<file path="config.mk">
export PLATFORM = sky130hd
export DESIGN_NAME = mem_stage_lsu
export DESIGN_NICKNAME = d
export VERILOG_FILES = /design/src/rtl/mem_pkg.sv /design/src/rtl/lsu_align.sv /design/src/rtl/mem_stage_lsu.sv
export SDC_FILE = /design/constraint.sdc
export NUM_CORES = 1
export LEC_CHECK = 0
export CELL_PAD_IN_SITES_DETAIL_PLACEMENT = 0
export CELL_PAD_IN_SITES_GLOBAL_PLACEMENT = 2
export CORE_ASPECT_RATIO = 0.6
export CORE_MARGIN = 3
export CORE_UTILIZATION = 25
export DETAILED_ROUTE_END_ITERATION = 7
export HOLD_SLACK_MARGIN = 0.08
export PLACE_DENSITY_LB_ADDON = 0.1
export SLEW_MARGIN = 20
export SYNTH_ARGS = -nofsm -noshare
export SYNTH_HDL_FRONTEND = slang
export SYNTH_HIERARCHICAL = 1
export SYNTH_SLANG_ARGS = --single-unit
</file>
<file path="constraint.sdc">
create_clock -name clk -period 2.4 [get_ports clk]
set_input_delay 0.24 -clock clk [delete_from_list [all_inputs] [get_ports clk]]
set_output_delay 0.24 -clock clk [all_outputs]
set_load 0.05 [all_outputs]
</file>
<file path="src/rtl/mem_pkg.sv">
// Shared types and constants for the memory-stage load/store unit.
package mem_pkg;

  // Byte-enable width of the 32-bit data memory port
  localparam int BE_W = 4;

  // func3 encodings for load/store access size and signedness
  localparam logic [2:0] F3_B  = 3'b000;
  localparam logic [2:0] F3_H  = 3'b001;
  localparam logic [2:0] F3_W  = 3'b010;
  localparam logic [2:0] F3_BU = 3'b100;
  localparam logic [2:0] F3_HU = 3'b101;

  typedef enum logic [1:0] {
    IDLE = 2'd0,
    ACC0 = 2'd1,
    ACC1 = 2'd2
  } lsu_state_t;

  typedef enum logic [1:0] {
    SZ_B = 2'd0,
    SZ_H = 2'd1,
    SZ_W = 2'd2
  } acc_size_t;

  // Stores only know SB/SH/SW, loads add the unsigned variants;
  // every other encoding falls back to a full word access.
  function automatic acc_size_t f3_size(input logic [2:0] f3, input logic is_store);
    acc_size_t sz;
    sz = SZ_W;
    if (f3 == F3_B || (!is_store && f3 == F3_BU)) begin
      sz = SZ_B;
    end else if (f3 == F3_H || (!is_store && f3 == F3_HU)) begin
      sz = SZ_H;
    end
    return sz;
  endfunction

endpackage

</file>
<file path="src/rtl/lsu_align.sv">
// Per-address lane logic: store byte enables and replicated write data,
// load byte/half extraction with sign or zero extension, and the
// natural-alignment check for the access size.
module lsu_align
  import mem_pkg::*;
(
  input  logic [2:0]      func3,
  input  logic            is_store,
  input  logic [1:0]      addr_lo,
  input  logic [31:0]     st_data,
  input  logic [31:0]     ld_word,
  output logic [BE_W-1:0] be,
  output logic [31:0]     wdata,
  output logic [31:0]     ld_data,
  output logic            misalign
);

  acc_size_t   size;
  logic [7:0]  ld_byte;
  logic [15:0] ld_half;
  logic        zext;

  // Lane selection and extension for the decoded access size
  always_comb begin
    size     = f3_size(func3, is_store);
    zext     = func3[2];
    be       = 4'b1111;
    wdata    = st_data;
    ld_data  = ld_word;
    misalign = 1'b0;
    case (addr_lo)
      2'd0:    ld_byte = ld_word[7:0];
      2'd1:    ld_byte = ld_word[15:8];
      2'd2:    ld_byte = ld_word[23:16];
      default: ld_byte = ld_word[31:24];
    endcase
    ld_half = addr_lo[1] ? ld_word[31:16] : ld_word[15:0];
    case (size)
      SZ_B: begin
        wdata   = {4{st_data[7:0]}};
        ld_data = zext ? {24'd0, ld_byte} : {{24{ld_byte[7]}}, ld_byte};
        if (is_store) be = 4'b0001 << addr_lo;
      end
      SZ_H: begin
        misalign = addr_lo[0];
        wdata    = {2{st_data[15:0]}};
        ld_data  = zext ? {16'd0, ld_half} : {{16{ld_half[15]}}, ld_half};
        if (is_store) be = addr_lo[1] ? 4'b1100 : 4'b0011;
      end
      default: begin
        misalign = |addr_lo;
      end
    endcase
  end

endmodule

</file>
<file path="src/rtl/mem_stage_lsu.sv">
// Memory stage: consumes the EX/MEM bundle, runs one or two data-memory
// accesses over a req/ack handshake while stalling upstream, and
// registers the MEM/WB result bundle.
module mem_stage_lsu
  import mem_pkg::*;
#(
  parameter int RD_W = 6,
  parameter int XLEN = 32
) (
  input  logic            clk,
  input  logic            rst,
  input  logic            me_valid,
  input  logic [XLEN-1:0] me_regs_data2,
  input  logic [XLEN-1:0] me_alu_o,
  input  logic [XLEN-1:0] me_alu_o2,
  input  logic            me_mop_en,
  input  logic [RD_W-1:0] me_rd,
  input  logic            me_mem_read,
  input  logic            me_mem_write,
  input  logic            me_mem2reg,
  input  logic            me_regs_write,
  input  logic [2:0]      me_func3_code,
  output logic            me_stall,
  output logic            dmem_req,
  output logic            dmem_we,
  output logic [XLEN-1:0] dmem_addr,
  output logic [BE_W-1:0] dmem_be,
  output logic [XLEN-1:0] dmem_wdata,
  input  logic            dmem_ack,
  input  logic [XLEN-1:0] dmem_rdata,
  output logic            wb_valid,
  output logic [RD_W-1:0] wb_rd,
  output logic            wb_regs_write,
  output logic            wb_mem2reg,
  output logic [XLEN-1:0] wb_alu_o,
  output logic [XLEN-1:0] wb_mem_data,
  output logic [XLEN-1:0] wb_mem_data2,
  output logic            wb_misalign
);

  lsu_state_t state_q, state_d;
  logic            dmem_req_q, dmem_req_d;
  logic            dmem_we_q, dmem_we_d;
  logic [XLEN-1:0] dmem_addr_q, dmem_addr_d;
  logic [BE_W-1:0] dmem_be_q, dmem_be_d;
  logic [XLEN-1:0] dmem_wdata_q, dmem_wdata_d;
  logic            wb_valid_q, wb_valid_d;
  logic [RD_W-1:0] wb_rd_q, wb_rd_d;
  logic            wb_regs_write_q, wb_regs_write_d;
  logic            wb_mem2reg_q, wb_mem2reg_d;
  logic [XLEN-1:0] wb_alu_o_q, wb_alu_o_d;
  logic [XLEN-1:0] wb_mem_data_q, wb_mem_data_d;
  logic [XLEN-1:0] wb_mem_data2_q, wb_mem_data2_d;
  logic            wb_misalign_q, wb_misalign_d;
  logic [XLEN-1:0] data0_q, data0_d;

  logic            is_store, is_load, memop, misalign, final_access;
  logic [BE_W-1:0] be0, be1;
  logic [XLEN-1:0] wdata0, wdata1, ld0_raw, ld1_raw, ld0, ld1;
  logic            mis0, mis1;

  assign is_store     = me_mem_write;
  assign is_load      = me_mem_read & ~me_mem_write;
  assign memop        = me_valid & (me_mem_read | me_mem_write);
  assign misalign     = mis0 | (me_mop_en & mis1);
  assign final_access = (state_q == ACC1) | ((state_q == ACC0) & ~me_mop_en);
  assign ld0          = is_load ? ld0_raw : '0;
  assign ld1          = is_load ? ld1_raw : '0;

  lsu_align u_align0 (
    .func3    (me_func3_code),
    .is_store (is_store),
    .addr_lo  (me_alu_o[1:0]),
    .st_data  (me_regs_data2),
    .ld_word  (dmem_rdata),
    .be       (be0),
    .wdata    (wdata0),
    .ld_data  (ld0_raw),
    .misalign (mis0)
  );

  lsu_align u_align1 (
    .func3    (me_func3_code),
    .is_store (is_store),
    .addr_lo  (me_alu_o2[1:0]),
    .st_data  (me_regs_data2),
    .ld_word  (dmem_rdata),
    .be       (be1),
    .wdata    (wdata1),
    .ld_data  (ld1_raw),
    .misalign (mis1)
  );

  // Next-state, memory request and writeback bundle; wb_valid is a one-cycle pulse
  always_comb begin
    state_d         = state_q;
    dmem_req_d      = dmem_req_q;
    dmem_we_d       = dmem_we_q;
    dmem_addr_d     = dmem_addr_q;
    dmem_be_d       = dmem_be_q;
    dmem_wdata_d    = dmem_wdata_q;
    wb_valid_d      = 1'b0;
    wb_rd_d         = wb_rd_q;
    wb_regs_write_d = wb_regs_write_q;
    wb_mem2reg_d    = wb_mem2reg_q;
    wb_alu_o_d      = wb_alu_o_q;
    wb_mem_data_d   = wb_mem_data_q;
    wb_mem_data2_d  = wb_mem_data2_q;
    wb_misalign_d   = wb_misalign_q;
    data0_d         = data0_q;
    me_stall        = 1'b0;
    case (state_q)
      IDLE: begin
        if (memop && !misalign) begin
          me_stall     = 1'b1;
          state_d      = ACC0;
          dmem_req_d   = 1'b1;
          dmem_we_d    = is_store;
          dmem_addr_d  = {me_alu_o[XLEN-1:2], 2'b00};
          dmem_be_d    = be0;
          dmem_wdata_d = wdata0;
        end else begin
          wb_valid_d      = memop ? 1'b1 : me_valid;
          wb_rd_d         = me_rd;
          wb_regs_write_d = memop ? 1'b0 : me_regs_write;
          wb_mem2reg_d    = me_mem2reg;
          wb_alu_o_d      = me_alu_o;
          wb_mem_data_d   = '0;
          wb_mem_data2_d  = '0;
          wb_misalign_d   = memop;
        end
      end
      ACC0, ACC1: begin
        me_stall = ~(dmem_ack & final_access);
        if (dmem_ack) begin
          if (!final_access) begin
            data0_d      = ld0;
            state_d      = ACC1;
            dmem_addr_d  = {me_alu_o2[XLEN-1:2], 2'b00};
            dmem_be_d    = be1;
            dmem_wdata_d = wdata1;
          end else begin
            state_d         = IDLE;
            dmem_req_d      = 1'b0;
            wb_valid_d      = 1'b1;
            wb_rd_d         = me_rd;
            wb_regs_write_d = me_regs_write;
            wb_mem2reg_d    = me_mem2reg;
            wb_alu_o_d      = me_alu_o;
            wb_mem_data_d   = (state_q == ACC0) ? ld0 : data0_q;
            wb_mem_data2_d  = (state_q == ACC1) ? ld1 : '0;
            wb_misalign_d   = 1'b0;
          end
        end
      end
      default: state_d = IDLE;
    endcase
    if (rst) me_stall = 1'b0;
  end

  // State and output registers with synchronous reset
  always_ff @(posedge clk) begin
    if (rst) begin
      state_q         <= IDLE;
      dmem_req_q      <= 1'b0;
      dmem_we_q       <= 1'b0;
      dmem_addr_q     <= '0;
      dmem_be_q       <= '0;
      dmem_wdata_q    <= '0;
      wb_valid_q      <= 1'b0;
      wb_rd_q         <= '0;
      wb_regs_write_q <= 1'b0;
      wb_mem2reg_q    <= 1'b0;
      wb_alu_o_q      <= '0;
      wb_mem_data_q   <= '0;
      wb_mem_data2_q  <= '0;
      wb_misalign_q   <= 1'b0;
      data0_q         <= '0;
    end else begin
      state_q         <= state_d;
      dmem_req_q      <= dmem_req_d;
      dmem_we_q       <= dmem_we_d;
      dmem_addr_q     <= dmem_addr_d;
      dmem_be_q       <= dmem_be_d;
      dmem_wdata_q    <= dmem_wdata_d;
      wb_valid_q      <= wb_valid_d;
      wb_rd_q         <= wb_rd_d;
      wb_regs_write_q <= wb_regs_write_d;
      wb_mem2reg_q    <= wb_mem2reg_d;
      wb_alu_o_q      <= wb_alu_o_d;
      wb_mem_data_q   <= wb_mem_data_d;
      wb_mem_data2_q  <= wb_mem_data2_d;
      wb_misalign_q   <= wb_misalign_d;
      data0_q         <= data0_d;
    end
  end

  assign dmem_req      = dmem_req_q;
  assign dmem_we       = dmem_we_q;
  assign dmem_addr     = dmem_addr_q;
  assign dmem_be       = dmem_be_q;
  assign dmem_wdata    = dmem_wdata_q;
  assign wb_valid      = wb_valid_q;
  assign wb_rd         = wb_rd_q;
  assign wb_regs_write = wb_regs_write_q;
  assign wb_mem2reg    = wb_mem2reg_q;
  assign wb_alu_o      = wb_alu_o_q;
  assign wb_mem_data   = wb_mem_data_q;
  assign wb_mem_data2  = wb_mem_data2_q;
  assign wb_misalign   = wb_misalign_q;

endmodule

</file>
==> flow_summary.ini <==
[drt]
detailroute.via_count = 11650
dr.pass1.iters = 5
drt_iter0_markers = 709
totalWireLength_um = 50110
routedWlPerCell_um = 21.77
ant_nets = 0
drc = 0
avgViaCountPerCell = 5.061

[pwr]
pwr-share-clk_pct = 19.1
power_frac_comb_pct = 57.9
p_leak_uw = 0.005989
power.density_nw_per_um2 = 1218
netSwitchingPower_uw = 9690
p_sw_share_pct = 48.14
power_frac_seq_pct = 22.9
intPower_uw = 10440
ir_drop_uv = 928.5
total_power_uw = 20130

[cts]
insertion_delay_ns = 0.53
clock_sinks = 208
cts_tree = done
cts.clk_slew.worst_paths_ns = 0.06
numCtsBuffers = 24
clock_path_buffers = 3
cts-root-buf = clkbuf_16
cts_htree_levels = 1

[grt]
grt_usage_pct = 20.14
grt_max_degree = 67
grt_pass1_wl_um = 74500
grt_pass1_vias = 11390
antenna_found_initial = 2
overflow = 0

[setup_path]
rr_startpoint = state_q[0]$_SDFFE_PP0P_
reg2reg_depth = 8
cp_slowest_cell = clkdlybuf4s50_1
cp.arrival_ns = 2.08
crit_required_ns = 2.16
worstPathMaxFanout = 7
worstPathCellList = clkdlybuf4s50_1, buf_4, buf_4, a21oi_1, nor2_1, a21oi_1, buf_4, nand3_2, a211oi_4, buf_12
startpoint = me_alu_o[1]
cp-start-kind = input pin
rrSetupSlack_ns = 0.20
critical_path_class = input pin to output pin
worstReg2RegEnd = wb_mem_data2[8]$_SDFFE_PP0P_
critPathCapture = me_stall
crit_top_cell = buf_4
cp-end-kind = output pin
slowest_delay_ns = 0.46

[logic_synthesis]
synth_top_area_share_pct = 36.83
syn_area_um2 = 11300
synth_flop_cell = dfxtp_1
synth_top_area_cell = dfxtp_1
yosysWarnings = 6
ys_top_cells_by_area = dfxtp_1, a21oi_1, mux2i_1, o21ai_0, a211oi_1
synth-seq-cells = 208
syn_avg_cell_area_um2 = 8.046
yosysSeqAreaShare_pct = 36.83
synth-edff-count = 0
async_flop_share_pct = 0
yosysUniqueCellTypes = 46
syn_inst = 1405

[floorplan]
ios = 323
dieArea_um2 = 47890
die_h_um = 170.7
initial_core_util_pct = 25.69
rows = 59
die-width_um = 280.5
coreArea_um2 = 44000

[layout]
register_area_um2 = 4169
n_fill_cell = 4532
fin_util_pct = 37.55
area.growth.synth_to_final_pct = 46.14
final_net_count = 1856
multi_input_area_um2 = 6437
drive_gt1_share_pct = 12.73

[timing]
fin_worst_skew_ns = 0.01041
tightest_slew_ns = 0.6670
finalHoldViolations = 0
period_needed_ns = 2.321
report.final.slew_viol_count = 0
fin_crit_sh_pct = 96.72
rsz0062_at_grt = false
max_slew_margin_pct = 55.40
fmax_ghz = 0.4308
setup_slack_ns = 0.07863
finalSetupViolCount = 0

[run]
maxCapViolCount = 0

[run_status]
status = complete, no violations

[placement]
dp_hpwl_um = 35820
place_ws_ns = -0.3329
placement.io_buffers = 320
place_congestion = 0.8506

[worst_hold_path]
hold_path.class = input pin to flop
power by group through the flow:
stage | logic (uW) | registers (uW) | clock network, uW
finish | 11700 | 4620 | 3850
global route | 12500 | 4700 | 4130
CTS | 11700 | 4620 | 4010
detailed placement | 11700 | 4680 | 0
global placement | 11700 | 4670 | 0
floorplan | 4760 | 7120 | 0
registers in the layout, indices dropped and copies added, names as in the netlist:
name and cells:
dmem_wdata 32, wb_mem2reg 1, data0_q 32, wb_regs_write 1, dmem_addr 30, dmem_req 1, wb_mem_data 32, state_q 2
dmem_we 1, wb_valid 1, wb_rd 6, wb_alu_o 32, wb_mem_data2 32, wb_misalign 1, dmem_be 4
cell families after synthesis:
logic type | Yosys count | share of synthesized area (%)
AOI/OAI and AO/OA | 507 | 26.39
and+or+nand+nor | 400 | 18.49
DFF | 208 | 36.83
buffers and inverters | 172 | 7.294
muxes | 112 | 10.40
adders and majority gates | 5 | 0.5534
other | 1 | 0.03317
how the worst min path moves through the flow:
stage	start	to	slack, ns	depth (start not counted)
floorplan	me_mem_write	dmem_we$_SDFFE_PP0P_	0.38	2
global placement	data0_q[29]$_SDFFE_PP0P_	data0_q[29]$_SDFFE_PP0P_	0.44	2
detailed placement	data0_q[0]$_SDFFE_PP0P_	data0_q[0]$_SDFFE_PP0P_	0.44	2
CTS	rst	data0_q[19]$_SDFFE_PP0P_	0.12	2
global route	rst	wb_mem_data[16]$_SDFFE_PP0P_	0.16	2
finish	rst	data0_q[6]$_SDFFE_PP0P_	0.15	2
routing by layer:
layer,vias up,GRT usage (%),share of wire (%)
met5,-,0,0.020
met4,2,3.810,1.7
met3,50,3.655,4.8
met2,242,31.27,44
met1,5649,29.27,50
li1,5707,-,-
worst max-delay path: cells and delay by family:
| kind | cells | cell delay (ns) |
|---|---|---|
| AND/OR/NAND/NOR | 2 | 0.17 |
| AO/OA/AOI/OAI | 3 | 0.54 |
| buffers and inverters | 5 | 1.13 |
layout make-up:
cell class / instances / share of cell area, %
well taps: 579 / 4.385
repair buffers: 440 / 26.40
clock buffers: 35 / 4.317
inverters: 5 / 0.1136
flip-flops and latches: 208 / 25.23
clock inverters: 7 / 0.5529
diodes: 2 / 0.03029
multi-input cells: 1026 / 38.97
metrics by stage:
| stage | cell area, um2 | cells | hold WS [ns] | TNS (ns) |
|---|---|---|---|---|
| global placement | 15670 | 2255 | 0.4373 | -19.54 |
| floorplan | 11320 | 1406 | 0.3839 | 0 |
| CTS | 16490 | 2298 | 0.1249 | 0 |
| finish | 16520 | 2302 | 0.1493 | 0 |
| detailed placement | 15670 | 2255 | 0.4419 | -23.99 |
| global route | 16520 | 2301 | 0.1561 | 0 |
placed cells by master (no fill, tap or decap), drive strengths merged, types with 7 or more instances in the layout:
cell	instances
nand4	33
nand3	87
o21a	10
a21oi	199
a21o	34
or4	32
nor2	28
dfxtp	208
buf	123
nand2	123
clkdlybuf4s50	315
a211oi	68
nor2b	34
o22ai	14
mux2	24
a31oi	33
mux2i	86
a2bb2oi	9
o21ai	125
or3	7
nand2b	41
clkbuf	35
Yosys cell counts, types with 24 or more instances:
cell type and number:
nor2_1 24, a31oi_1 33, nand2_1 123, a21oi_1 197
mux2_2 24, or4_1 32, o21ai_0 123, nand4_1 33
mux2i_1 86, nand2b_1 39, clkbuf_1 106, a211oi_1 68
buf_2 29, dfxtp_1 208, a21o_1 34, nand3_1 87
nor2b_1 34
timing repair:
item | CTS | global route
setup buffers | 1 | 2
pin swaps | 2 | 1
hold buffers | 0 | 0
gates resized for setup | 7 | 4
hold endpoints to repair | 0 | 0
endpoints found under the setup margin | 1 | 1
(Power assumes the default switching activity.)
==> patch: new RTL, config.mk and constraints unchanged <==
Encoding of `lsu_state_t`: now one-hot (3 bits for 3 states).
--- a/src/rtl/mem_pkg.sv
+++ b/src/rtl/mem_pkg.sv
@@ -11,10 +11,10 @@
   localparam logic [2:0] F3_BU = 3'b100;
   localparam logic [2:0] F3_HU = 3'b101;
 
-  typedef enum logic [1:0] {
-    IDLE = 2'd0,
-    ACC0 = 2'd1,
-    ACC1 = 2'd2
+  typedef enum logic [2:0] {
+    IDLE = 3'b001,
+    ACC0 = 3'b010,
+    ACC1 = 3'b100
   } lsu_state_t;
 
   typedef enum logic [1:0] {
Check against the original RTL: same outputs for any inputs over 4 cycles, from zero or initial values and one cycle with rst high; so few cycles prove little.
==> patch against the unedited design <==
  * First-iteration DRC count is 40% higher
  * Via count decreased by 1.3%
  * Utilization grew 0.14 points
  * Clock skew increased by 2.5 ps
  * Sequential cell count is 1 higher
  * Routed wire length up 0.54%
  * Final area is 0.63% lower
  * Setup slack improved by 30 ps
  * Area after synthesis is 2.0% lower
  * Largest cell class unchanged
Power is not compared: it rests on default switching activity, and its combinational part moved more than twofold at a synthesized area within 25%.
==> patch: results (changes against the unedited design) <==
Routing usage on met3 = 3.80% (+0.15 points)
Status = finished, final reports clean
Metal3 WL = 3320 um (+38%)
R2r startpoint = state_q[2]$_SDFFE_PP0P_
DP Wirelength = 36100 um (+0.88%)
M1 wire length = 25500 um (+2.0%)
Final WL = 50400 um (+0.54%)
Dpl ws = -362 ps (-29.2 ps)
Placed cell count = 2221 (-1.5%)
Layout cells sized above 1 = 14.2% (+1.5 points)
Max incr delay on CP = 550 ps (+90 ps)
Arr. time, crit path = 2050 ps (-30 ps)
Critical path launch point = me_mop_en
Register area share after synthesis = 37.8% (+0.95 points)
Hold buffers post-CTS = 1 (+1)
Synth cell types = 49 (+6.5%)
Drt initial violations = 996 (+40%)
Commonest cells post-synth = dfxtp_1 (209), a21oi_1 (184), nand2_1 (156)
DRT Pass-1 Iters = 7 (+2)
Max-slew headroom = 59.6% (+4.2 points)
Placement-stage cell area = 0.0156 mm^2 (-0.50%)
Initial antenna violation count = 1 (-1)
Synth Area per Inst = 8.20 um^2 (+1.9%)
Worst skew pair latency = 550 ps (+20 ps)
RePlAce Congestion = 0.899 (+5.7%)
Net count, final = 1818 (-2.0%)
WL/cell = 22.2 um (+2.1%)
Met2 usage = 29.2% (-2.0 points)
Met1 usage = 32.4% (+3.2 points)
==> patch: cells by family (layout without fill, tap and decap cells) <==
family	Yosys count	in the layout	synth area share, %
other	1	3	0.0339
buffers and inverters	163	498	7.41
AND/OR/NAND/NOR	359	359	15.4
flip-flops	209	209	37.8
XOR/XNOR	1	1	0.0791
multiplexers	111	111	10.5
AO/OA/AOI/OAI	507	507	28.7
==> patch: worst paths after layout <==
check	end	slack, ps	depth (start not counted)
worst max-delay path	me_stall	110	7
worst min-delay path	dmem_we$_SDFFE_PP0N_	250	4
worst max register to register	dmem_wdata[26]$_SDFFE_PP0P_	510	5
worst min register to register	data0_q[10]$_SDFFE_PP0P_	450	2
==> patch: area by class of cell <==
class	instances	area [um^2]	share of cell area, %
repair buffers	453	4520	27.6
well taps	579	724	4.41
multi-input cells	980	6210	37.8
inverters	4	15.0	0.0915
diodes	1	2.50	0.0152
clock inverters	6	43.8	0.267
flip-flops and latches	209	4190	25.5
clock buffers	35	702	4.28
